`src/rtl/trap_ctrl.sv`:
```
// Machine-mode trap/xRET/WFI sequencer owning mstatus, mtvec, mepc, mcause and the privilege mode.
// Define TRAP_IRQ_EN to build interrupt handling and the WFI_WAIT state; otherwise WFI retires as a NOP.
module trap_ctrl #(
  parameter int              XLEN        = 32,
  parameter logic [XLEN-1:0] RESET_MTVEC = 32'h0000_0100
) (
  input  logic            clk,
  input  logic            rst,
  input  logic            valid,
  input  logic [XLEN-1:0] pc,
  input  logic            raise_excep,
  input  logic [3:0]      excep_code,
  input  logic            ret,
  input  logic [1:0]      ret_from,
  input  logic            wfi,
  input  logic            irq_ext,
  input  logic            irq_timer,
  input  logic            csr_we,
  input  logic [11:0]     csr_addr,
  input  logic [XLEN-1:0] csr_wdata,
  output logic [XLEN-1:0] csr_rdata,
  output logic [1:0]      mode,
  output logic            redirect,
  output logic [XLEN-1:0] redirect_pc,
  output logic            flush,
  output logic            stall
);

  localparam logic [1:0]      M_MODE       = 2'b11;
  localparam logic [1:0]      U_MODE       = 2'b00;
  localparam logic [11:0]     ADDR_NONE    = 12'h000;
  localparam logic [11:0]     ADDR_MSTATUS = 12'h300;
  localparam logic [11:0]     ADDR_MTVEC   = 12'h305;
  localparam logic [11:0]     ADDR_MEPC    = 12'h341;
  localparam logic [11:0]     ADDR_MCAUSE  = 12'h342;
  localparam logic [XLEN-1:0] ALIGN_MASK   = {{(XLEN-2){1'b1}}, 2'b00};
  localparam logic [XLEN-1:0] CAUSE_EXT    = {1'b1, {(XLEN-5){1'b0}}, 4'hB};
  localparam logic [XLEN-1:0] CAUSE_TMR    = {1'b1, {(XLEN-5){1'b0}}, 4'h7};
  localparam logic [XLEN-1:0] CAUSE_ILLRET = {{(XLEN-4){1'b0}}, 4'd2};

  logic [1:0]      mode_q, mode_d;
  logic            mie_q, mie_d, mpie_q, mpie_d;
  logic [1:0]      mpp_q, mpp_d;
  logic [XLEN-1:0] mtvec_q, mtvec_d, mepc_q, mepc_d, mcause_q, mcause_d;
  logic            redirect_q, redirect_d, stall_q, stall_d;
  logic [XLEN-1:0] redirect_pc_q, redirect_pc_d;

  logic            trap_s, mret_s, irq_en_s;
  logic [XLEN-1:0] trap_cause_s, trap_epc_s, irq_cause_s, mstatus_s;
  logic [11:0]     wr_addr_s;

  assign irq_cause_s = irq_ext ? CAUSE_EXT : CAUSE_TMR;
  assign wr_addr_s   = csr_we ? csr_addr : ADDR_NONE;

`ifdef TRAP_IRQ_EN
  typedef enum logic [0:0] {RUN = 1'b0, WFI_WAIT = 1'b1} state_e;
  state_e          state_q, state_d;
  logic [XLEN-1:0] wake_pc_q, wake_pc_d;
  logic            irq_pend_s;

  assign irq_pend_s = irq_ext | irq_timer;
  assign irq_en_s   = irq_pend_s & (mie_q | (mode_q != M_MODE));
`else
  assign irq_en_s = 1'b0;
`endif

  // Next-state: CSR writes first, then trap/return field updates override them.
  always_comb begin
    mode_d        = mode_q;
    mie_d         = mie_q;
    mpie_d        = mpie_q;
    mpp_d         = mpp_q;
    mtvec_d       = mtvec_q;
    mepc_d        = mepc_q;
    mcause_d      = mcause_q;
    redirect_d    = 1'b0;
    redirect_pc_d = redirect_pc_q;
    trap_s        = 1'b0;
    mret_s        = 1'b0;
    trap_cause_s  = {XLEN{1'b0}};
    trap_epc_s    = pc;
`ifdef TRAP_IRQ_EN
    state_d       = state_q;
    wake_pc_d     = wake_pc_q;
`endif

    case (wr_addr_s)
      ADDR_MSTATUS: begin
        mie_d  = csr_wdata[3];
        mpie_d = csr_wdata[7];
        mpp_d  = csr_wdata[12:11];
      end
      ADDR_MTVEC:  mtvec_d  = csr_wdata & ALIGN_MASK;
      ADDR_MEPC:   mepc_d   = csr_wdata & ALIGN_MASK;
      ADDR_MCAUSE: mcause_d = csr_wdata;
      default:     mcause_d = mcause_d;
    endcase

`ifdef TRAP_IRQ_EN
    if (state_q == WFI_WAIT) begin
      if (irq_pend_s) begin
        state_d      = RUN;
        trap_s       = irq_en_s;
        trap_cause_s = irq_cause_s;
        trap_epc_s   = wake_pc_q;
      end else begin
        state_d = WFI_WAIT;
      end
    end else
`endif
    // The redirect cycle's instruction is being squashed, so its requests are dropped.
    if (valid && !redirect_q) begin
      if (irq_en_s) begin
        trap_s       = 1'b1;
        trap_cause_s = irq_cause_s;
      end else if (raise_excep) begin
        trap_s       = 1'b1;
        trap_cause_s = {{(XLEN-4){1'b0}}, excep_code};
      end else if (ret) begin
        if (ret_from == M_MODE) begin
          mret_s = 1'b1;
        end else begin
          trap_s       = 1'b1;
          trap_cause_s = CAUSE_ILLRET;
        end
      end else if (wfi) begin
`ifdef TRAP_IRQ_EN
        state_d   = WFI_WAIT;
        wake_pc_d = pc + {{(XLEN-3){1'b0}}, 3'd4};
`else
        trap_s    = 1'b0;
`endif
      end else begin
        trap_s = 1'b0;
      end
    end else begin
      trap_s = 1'b0;
    end

    if (trap_s) begin
      mepc_d        = trap_epc_s & ALIGN_MASK;
      mcause_d      = trap_cause_s;
      mpp_d         = mode_q;
      mpie_d        = mie_q;
      mie_d         = 1'b0;
      mode_d        = M_MODE;
      redirect_d    = 1'b1;
      redirect_pc_d = mtvec_q;
    end else if (mret_s) begin
      mode_d        = mpp_q;
      mie_d         = mpie_q;
      mpie_d        = 1'b1;
      mpp_d         = U_MODE;
      redirect_d    = 1'b1;
      redirect_pc_d = mepc_q;
    end else begin
      redirect_d = 1'b0;
    end

`ifdef TRAP_IRQ_EN
    stall_d = (state_d == WFI_WAIT);
`else
    stall_d = 1'b0;
`endif
  end

  // State and output registers.
  always_ff @(posedge clk or posedge rst) begin
    if (rst) begin
      mode_q        <= M_MODE;
      mie_q         <= 1'b0;
      mpie_q        <= 1'b0;
      mpp_q         <= 2'b00;
      mtvec_q       <= RESET_MTVEC & ALIGN_MASK;
      mepc_q        <= {XLEN{1'b0}};
      mcause_q      <= {XLEN{1'b0}};
      redirect_q    <= 1'b0;
      redirect_pc_q <= {XLEN{1'b0}};
      stall_q       <= 1'b0;
`ifdef TRAP_IRQ_EN
      state_q       <= RUN;
      wake_pc_q     <= {XLEN{1'b0}};
`endif
    end else begin
      mode_q        <= mode_d;
      mie_q         <= mie_d;
      mpie_q        <= mpie_d;
      mpp_q         <= mpp_d;
      mtvec_q       <= mtvec_d;
      mepc_q        <= mepc_d;
      mcause_q      <= mcause_d;
      redirect_q    <= redirect_d;
      redirect_pc_q <= redirect_pc_d;
      stall_q       <= stall_d;
`ifdef TRAP_IRQ_EN
      state_q       <= state_d;
      wake_pc_q     <= wake_pc_d;
`endif
    end
  end

  // Combinational CSR read port.
  always_comb begin
    mstatus_s        = {XLEN{1'b0}};
    mstatus_s[3]     = mie_q;
    mstatus_s[7]     = mpie_q;
    mstatus_s[12:11] = mpp_q;
    case (csr_addr)
      ADDR_MSTATUS: csr_rdata = mstatus_s;
      ADDR_MTVEC:   csr_rdata = mtvec_q;
      ADDR_MEPC:    csr_rdata = mepc_q;
      ADDR_MCAUSE:  csr_rdata = mcause_q;
      default:      csr_rdata = {XLEN{1'b0}};
    endcase
  end

  assign mode        = mode_q;
  assign redirect    = redirect_q;
  assign redirect_pc = redirect_pc_q;
  assign flush       = redirect_q;
  assign stall       = stall_q;

endmodule

```
`config.mk`:
```
export PLATFORM = sky130hd
export DESIGN_NAME = trap_ctrl
export DESIGN_NICKNAME = d
export VERILOG_FILES = /design/src/rtl/trap_ctrl.sv
export SDC_FILE = /design/constraint.sdc
export NUM_CORES = 1
export LEC_CHECK = 0
export ABC_AREA = 1
export CAP_MARGIN = 20
export CORE_MARGIN = 3
export CORE_UTILIZATION = 40
export CTS_CLUSTER_SIZE = 28
export DETAILED_ROUTE_END_ITERATION = 16
export PLACE_DENSITY = 0.66
export SYNTH_ARGS = -nofsm -noshare
export SYNTH_HDL_FRONTEND = slang
export SYNTH_SLANG_ARGS = --single-unit
```
`constraint.sdc`:
```
create_clock -name clk -period 4.9 [get_ports clk]
set_input_delay 0.735 -clock clk [delete_from_list [all_inputs] [get_ports clk]]
set_output_delay 0.735 -clock clk [all_outputs]
set_load 0.05 [all_outputs]
```
==> results.md, run 1 <==
- Pins Over Slew Limit: 0
- CP Class: input pin to output pin
- Lkg Pwr: 4.27 nW
- Leading area contributor after synthesis: dfrtp_1
- Critical-path cell list: clkdlybuf4s50_1 -> nand2_1 -> nor2_4 -> buf_4 -> nand3_1 -> nand3_1 -> clkdlybuf4s50_1
- MaxCap Viol Count: 0
- Syn-to-layout area delta: 31.1%
- Initial antenna violation count: 0
- Path length in cells of the critical path: 7
- DRT Wirelength: 21900 um
- H-tree level count: 4
- Syn_area_per_cell: 7.42 um^2
- Clock buffer count from CTS: 17
- Slowest cell on the critical path: clkdlybuf4s50_1
- Ys Warns: 0
- Final worst-path cycle share: 82.4%
- GRT Total Usage: 24.4%
- Dpl cells: 1232
- Largest net degree at the start of global routing: 107
- Final setup fails: 0
- Clk slew on worst S/H paths: 50 ps
- Complex-gate fraction of the synthesized area: 7.08%
- Async S/R FF share, synth: 100%
- Count of different cell masters after synthesis: 28
- Minimum clock period: 4040 ps
- Power Total: 0.00283 W
- Max Root-Sink Buffers: 2
- Ant. Diodes: 0
- Setup crit end kind: output pin
- Starting Density: 41.7%
- Post-synth EDFFs: 0
- # DRC: 0
- Simple-Gate Fraction of Synth Area: 38.0%
- Share of layout cells above drive strength 1: 6.14%
- Crit-path leading delay family: buffers and inverters
- Die area: 18500 um^2
- Post-CTS Resized: 0
- Final GP Congestion: 0.807
- Crit path DAT: 3300 ps
- Avg WL per Cell: 17.4 um
- Largest stage delay, worst path: 820 ps
- Worst Path Required: 4160 ps
- Post-Synth Adder-Cell Area: 0%
- Critical path origin: csr_addr[0]
- Worst-path fanout max: 16
- Synth Cell Area: 6770 um^2
- Post-synthesis mux area share: 0%
- Post-synth top flop: dfrtp_1
- Hold Path Class: flip-flop to flip-flop
- First-pass GRT wire length: 35000 um
- Hold Buf Count CTS: 0
- Filler-free cell count of the finished design: 1259
- Final Hold Viols: 0
- Main combinational cell family by area after synthesis: simple AND/OR/NAND/NOR gates
- Setup repair bufs after CTS: 0
- Clk_lat worst skew: 410 ps
- # clock sinks: 129
- Status: complete, no violations
- CTS tree: done
- Area share of the leading cell type in the synthesized netlist: 46.6%
- Post-route ant nets: 0
- Routed vias/inst: 5.34
- DR iter-0 viols: 538
- Fin nets: 1126
- Num rows: 46
- Peak supply drop: 0.276 mV
- Commonest cells in the netlist: nand2_1 (332), nand3_1 (201), dfrtp_1 (126), o21ai_1 (49), nor2_1 (41)
- Post-Synthesis Cells: 912
- Post-DP HPWL: 13200 um
- Worst R2R Start: flush$_DFF_PP0_
- Worst slew margin: 34.2%
- Startpoint types: input pin
- Post-synthesis xor/xnor area fraction: 0%
- Crit path buffers/inverters: 3
- Area contributors post-synth: dfrtp_1 (47%), nand2_1 (18%), nand3_1 (15%)
- Worst r2r dst: redirect_pc[21]$_DFFE_PP0P_
- Max Fclk: 248 MHz
- DR vias: 6726
- Clock root buffer: clkbuf_16
- Die H: 136 um
- R2R setup slack: 2600 ps
- Setup crit end: csr_rdata[23]
- PortBufs: 151
- Clock skew: 4.42 ps
- Via count of the first global-routing pass: 6507
- Worst Reg-to-Reg Cells: 7
- Pre-antenna DRT Iters: 4
- PwrDens: 319 nW/um^2
- Most numerous cell in the Yosys netlist: nand2_1
- Register area share after synthesis: 47.8%
- Post-synthesis register bit count: 129
- Worst Tran Pin Value: 987 ps
- GRT overflow: 0
- Core Footprint: 16200 um^2
- I/O pins: 160
- Die W: 136 um
- Setup Total Neg Slack: 0 ps
- RSZ-0062 raised after global routing: no
-- state kept, by name (all words and copies together) (netlist names) --
signal,flops
mcause_q,32
mepc_q,30
mtvec_q,30
redirect_pc,30
mode,2
mpp_q,2
flush,1
mie_q,1
mpie_q,1
-- routing by layer --
layer | wire (um) | global-route usage (%) | vias up | part of all wire (%)
met4 | 423 | 8.57 | 0 | 1.9
met3 | 1660 | 4.81 | 34 | 7.6
met2 | 10500 | 39.0 | 270 | 48
li1 | - | - | 3224 | -
met1 | 9330 | 33.1 | 3198 | 43
met5 | 0 | 0 | - | 0
-- cell families (layout without fill, tap and decap cells) --
kind of cell,Yosys count,after routing
buf+inv,99,228
flops,129,129
simple gates,590,590
other cells,1,3
compound gates,93,93
-- worst min-delay path, delay by kind of cell, from the launching register on --
family,cells,cell delay [ps]
and+or+nand+nor,2,110
DFF,1,370
-- placed cells by master, fill, tap and decap left out, types with 4 or more instances in the layout --
cell type	count
dfrtp_1	126
inv_2	5
buf_4	14
clkbuf_1	6
nor2_1	38
nand2_1	332
nor2_2	4
clkdlybuf4s50_1	151
nor2_4	5
inv_1	28
nand3_1	201
o21ai_1	49
o21ai_0	39
clkbuf_16	17
-- worst min-delay path by stage --
stage / start / end / cells after the start
finish: mtvec_q[8]$_DFFE_PP1N_ / mtvec_q[8]$_DFFE_PP1N_ / 2
global route: redirect_pc[6]$_DFFE_PP0P_ / redirect_pc[6]$_DFFE_PP0P_ / 2
CTS: mtvec_q[8]$_DFFE_PP1N_ / mtvec_q[8]$_DFFE_PP1N_ / 2
detailed placement: mtvec_q[8]$_DFFE_PP1N_ / mtvec_q[8]$_DFFE_PP1N_ / 2
global placement: mtvec_q[8]$_DFFE_PP1N_ / mtvec_q[8]$_DFFE_PP1N_ / 2
floorplan: mtvec_q[8]$_DFFE_PP1N_ / mtvec_q[8]$_DFFE_PP1N_ / 2
-- power by group --
part	switching, W	internal, W	leakage, nW
Clock	0.000426	0.000671	0.242
Combinational	0.000318	0.000182	2.33
Sequential	0.0000715	0.00116	1.70
-- layout make-up --
cell class | instances | area [um^2]
Inverter | 35 | 136
Clock inverter | 1 | 5.00
Timing Repair Buffer | 166 | 1640
Fill cell | 1567 | 7360
Sequential cell | 129 | 3230
Clock buffer | 26 | 489
Multi-Input combinational cell | 686 | 3100
Tap cell | 216 | 270
-- metrics by stage --
step | hold slack (ps) | utilization (%) | area [um^2] | setup slack, ps
3_5_place_dp | 468 | 51.6 | 8370 | 875
5_1_grt | 501 | 54.6 | 8870 | 747
3_3_place_gp | 464 | 51.6 | 8370 | 887
2_1_floorplan | 453 | - | 6770 | 729
4_1_cts | 476 | 54.6 | 8870 | 863
6_report | 477 | 54.6 | 8870 | 864
Power figures use the tool's default switching activity.
==> run 2: changes to the inputs <==
--- a/config.mk
+++ b/config.mk
@@ -11,7 +11,7 @@
 export CORE_UTILIZATION = 40
 export CTS_CLUSTER_SIZE = 28
 export DETAILED_ROUTE_END_ITERATION = 16
-export PLACE_DENSITY = 0.66
+export PLACE_DENSITY = 0.69
 export SYNTH_ARGS = -nofsm -noshare
 export SYNTH_HDL_FRONTEND = slang
 export SYNTH_SLANG_ARGS = --single-unit
==> constraint.sdc (replaced) <==
create_clock -name clk -period 3.5 [get_ports clk]
set_input_delay 0.525 -clock clk [delete_from_list [all_inputs] [get_ports clk]]
set_output_delay 0.525 -clock clk [all_outputs]
set_load 0.05 [all_outputs]
==> results.md, run 2 (synthesized netlist as in run 1, its figures left out) <==
- Final GP Congestion: 0.826 (+2.4%)
- Clk slew on worst S/H paths: 50 ps (about the same)
- Post-DP HPWL: 13300 um (+0.99%)
- First-pass GRT wire length: 34500 um (-1.2%)
- Internal power: 0.00301 W (+50%)
- Syn-to-layout area delta: 37.7%
- Filler-free cell count of the finished design: 1264 (+0.40%)
- Hold Path Class: flip-flop to flip-flop
- Die area: 18500 um^2 (unchanged)
- Worst-path fanout max: 14 (-2)
- Most frequent cells in the layout: nand2_1 (332), nand3_1 (201), dfrtp_1 (126)
- Fin nets: 1129 (+0.27%)
- Starting Density: 41.7% (unchanged)
- Crit-path leading delay family: buffers and inverters
- Clock skew: 5.10 ps (+0.681 ps)
- Routed vias/inst: 5.31 (-0.65%)
- Final setup fails: 0 (unchanged)
- Crit path buffers/inverters: 3 (unchanged)
- Final core utilization: 57.4% (+2.8 points)
- PortBufs: 151 (unchanged)
- Net Sw Frac: 28.0% (-0.84 points)
- Largest net degree at the start of global routing: 130 (+21%)
- # DRC: 0 (unchanged)
- Commonest non-fill, non-tap cell in the layout: nand2_1
- Setup Total Neg Slack: 0 ps (unchanged)
- MaxCap Viol Count: 0 (unchanged)
- Max Fclk: 334 MHz
- DRT Wirelength: 21700 um (-0.64%)
- Post-route ant nets: 0 (unchanged)
- CTS tree: done
- Sequential cell area: 3230 um^2 (unchanged)
- Minimum clock period: 2990 ps
- Die W: 136 um (unchanged)
- GRT overflow: 0 (unchanged)
- Core Footprint: 16200 um^2 (unchanged)
- Clock buffer count from CTS: 17 (unchanged)
- Post-CTS Resized: 0 (unchanged)
- Die H: 136 um (unchanged)
- Max Root-Sink Buffers: 2 (unchanged)
- Top reg by flops: mcause_q
- # fillers: 1512 (-3.5%)
- Dpl cells: 1235 (+0.24%)
- Peak supply drop: 0.353 mV (+28%)
- Num rows: 46 (unchanged)
- Pre-antenna DRT Iters: 5 (+1)
- Clk network pwr share: 42.0% (+3.2 points)
- Critical path origin: csr_addr[0]
- Status: complete, no violations
- Via count of the first global-routing pass: 6591 (+1.3%)
- Gate power share: 16.8% (-0.9 points)
- Clock root buffer: clkbuf_16
- Final Cell Area: 9320 um^2 (+5.1%)
- Multi-input logic area: 3100 um^2 (unchanged)
- Critical-path cell list: clkdlybuf4s50_1 -> nand2_1 -> nor2_4 -> buf_4 -> nand3_1 -> nand3_1 -> buf_12
- GRT Total Usage: 24.0% (-0.42 points)
- Flop pwr share: 41.1% (-2.4 points)
- Worst slew margin: 49.2% (+15 points)
- Lkg Pwr: 4.49 nW (+5.0%)
- DR vias: 6709 (-0.25%)
- Initial antenna violation count: 0 (unchanged)
- Clk_lat worst skew: 420 ps (about the same)
- Net Sw Power: 0.00117 W (+44%)
- Largest stage delay, worst path: 580 ps (-240 ps)
- Most used cell, CP: nand3_1
- H-tree level count: 4 (unchanged)
- PwrDens: 448 nW/um^2 (+41%)
- Final Hold Viols: 0 (unchanged)
- Slowest cell on the critical path: clkdlybuf4s50_1
- Setup repair bufs after CTS: 0 (unchanged)
- Ant. Diodes: 0 (unchanged)
- Worst Path Required: 2970 ps (-1190 ps)
- Worst Tran Pin Value: 759 ps (-229 ps)
- Hold_sp: redirect_pc[14]$_DFFE_PP0P_
- Worst R2R Start: flush$_DFF_PP0_
- Final worst-path cycle share: 85.6%
- Setup crit end kind: output pin
- DR iter-0 viols: 559 (+3.9%)
- CP Class: input pin to output pin
- RSZ-0062 raised after global routing: no
- Max reg flops: 32 (unchanged)
- Crit path DAT: 2470 ps (-830 ps)
- I/O pins: 160 (unchanged)
- Avg WL per Cell: 17.2 um (-1.0%)
- Placed inst area: 8740 um^2 (+4.4%)
- Share of layout cells above drive strength 1: 10.0% (+3.9 points)
- Pins Over Slew Limit: 0 (unchanged)
- Startpoint types: input pin
- Hold Buf Count CTS: 0 (unchanged)
- # clock sinks: 129 (unchanged)
[run 2: final timing paths]
kind	end	slack, ps	depth (start not counted)
worst min-delay path	redirect_pc[14]$_DFFE_PP0P_	480	2
min in group asynchronous	mcause_q[1]$_DFFE_PP0P_	660	3
worst max register to register	mepc_q[15]$_DFFE_PP0P_	1630	7
worst max-delay path	csr_rdata[29]	510	7
max in group asynchronous	mtvec_q[27]$_DFFE_PP0N_	2300	3
worst min register to register	redirect_pc[14]$_DFFE_PP0P_	480	2
[run 2: through the flow]
step | hold slack [ps] | worst slack, ps | total power (W)
2_1_floorplan | 453 | 1080 | 0.00215
4_1_cts | 488 | 540 | 0.00420
3_5_place_dp | 478 | 564 | 0.00245
3_3_place_gp | 465 | 574 | 0.00243
5_1_grt | 504 | 429 | 0.00435
6_report | 484 | 505 | 0.00418
[run 2: cell type report]
class,instances,area share [%]
flip-flops and latches,129,34.7
multi-input cells,686,33.3
repair buffers,169,21.5
clock buffers,24,5.38
well taps,216,2.90
inverters,35,1.45
clock inverters,5,0.832
[run 2: power groups by stage]
stage                     logic (W)  registers (W)  clock network [W]
after floorplan            0.000299        0.00185                  0
after global placement     0.000697        0.00174                  0
after CTS                  0.000709        0.00172            0.00177
after detailed placement   0.000707        0.00174                  0
final                      0.000704        0.00172            0.00176
after global routing       0.000767        0.00173            0.00185
[run 2: tightest hold or removal path: stages, from the launching register on]
cell     delay, ps
dfrtp_1        340
nand2_1         50
o21ai_1         60
[run 2: layer usage]
metal / GRT usage [%] / vias to the layer above / share of wire, %
li1: - / 3235 / -
met1: 32.2 / 3155 / 42
met2: 39.1 / 295 / 49
met3: 5.03 / 24 / 8.0
met4: 7.28 / 0 / 1.5
met5: 0 / - / 0
==> run 3: changes to the inputs <==
--- a/config.mk
+++ b/config.mk
@@ -6,7 +6,7 @@
 export NUM_CORES = 1
 export LEC_CHECK = 0
 export ABC_AREA = 1
-export CAP_MARGIN = 20
+export CAP_MARGIN = 10
 export CORE_MARGIN = 3
 export CORE_UTILIZATION = 40
 export CTS_CLUSTER_SIZE = 28
==> results of run 3 <==
No change in the layout: final DEF, timing and power equal those of run 2.
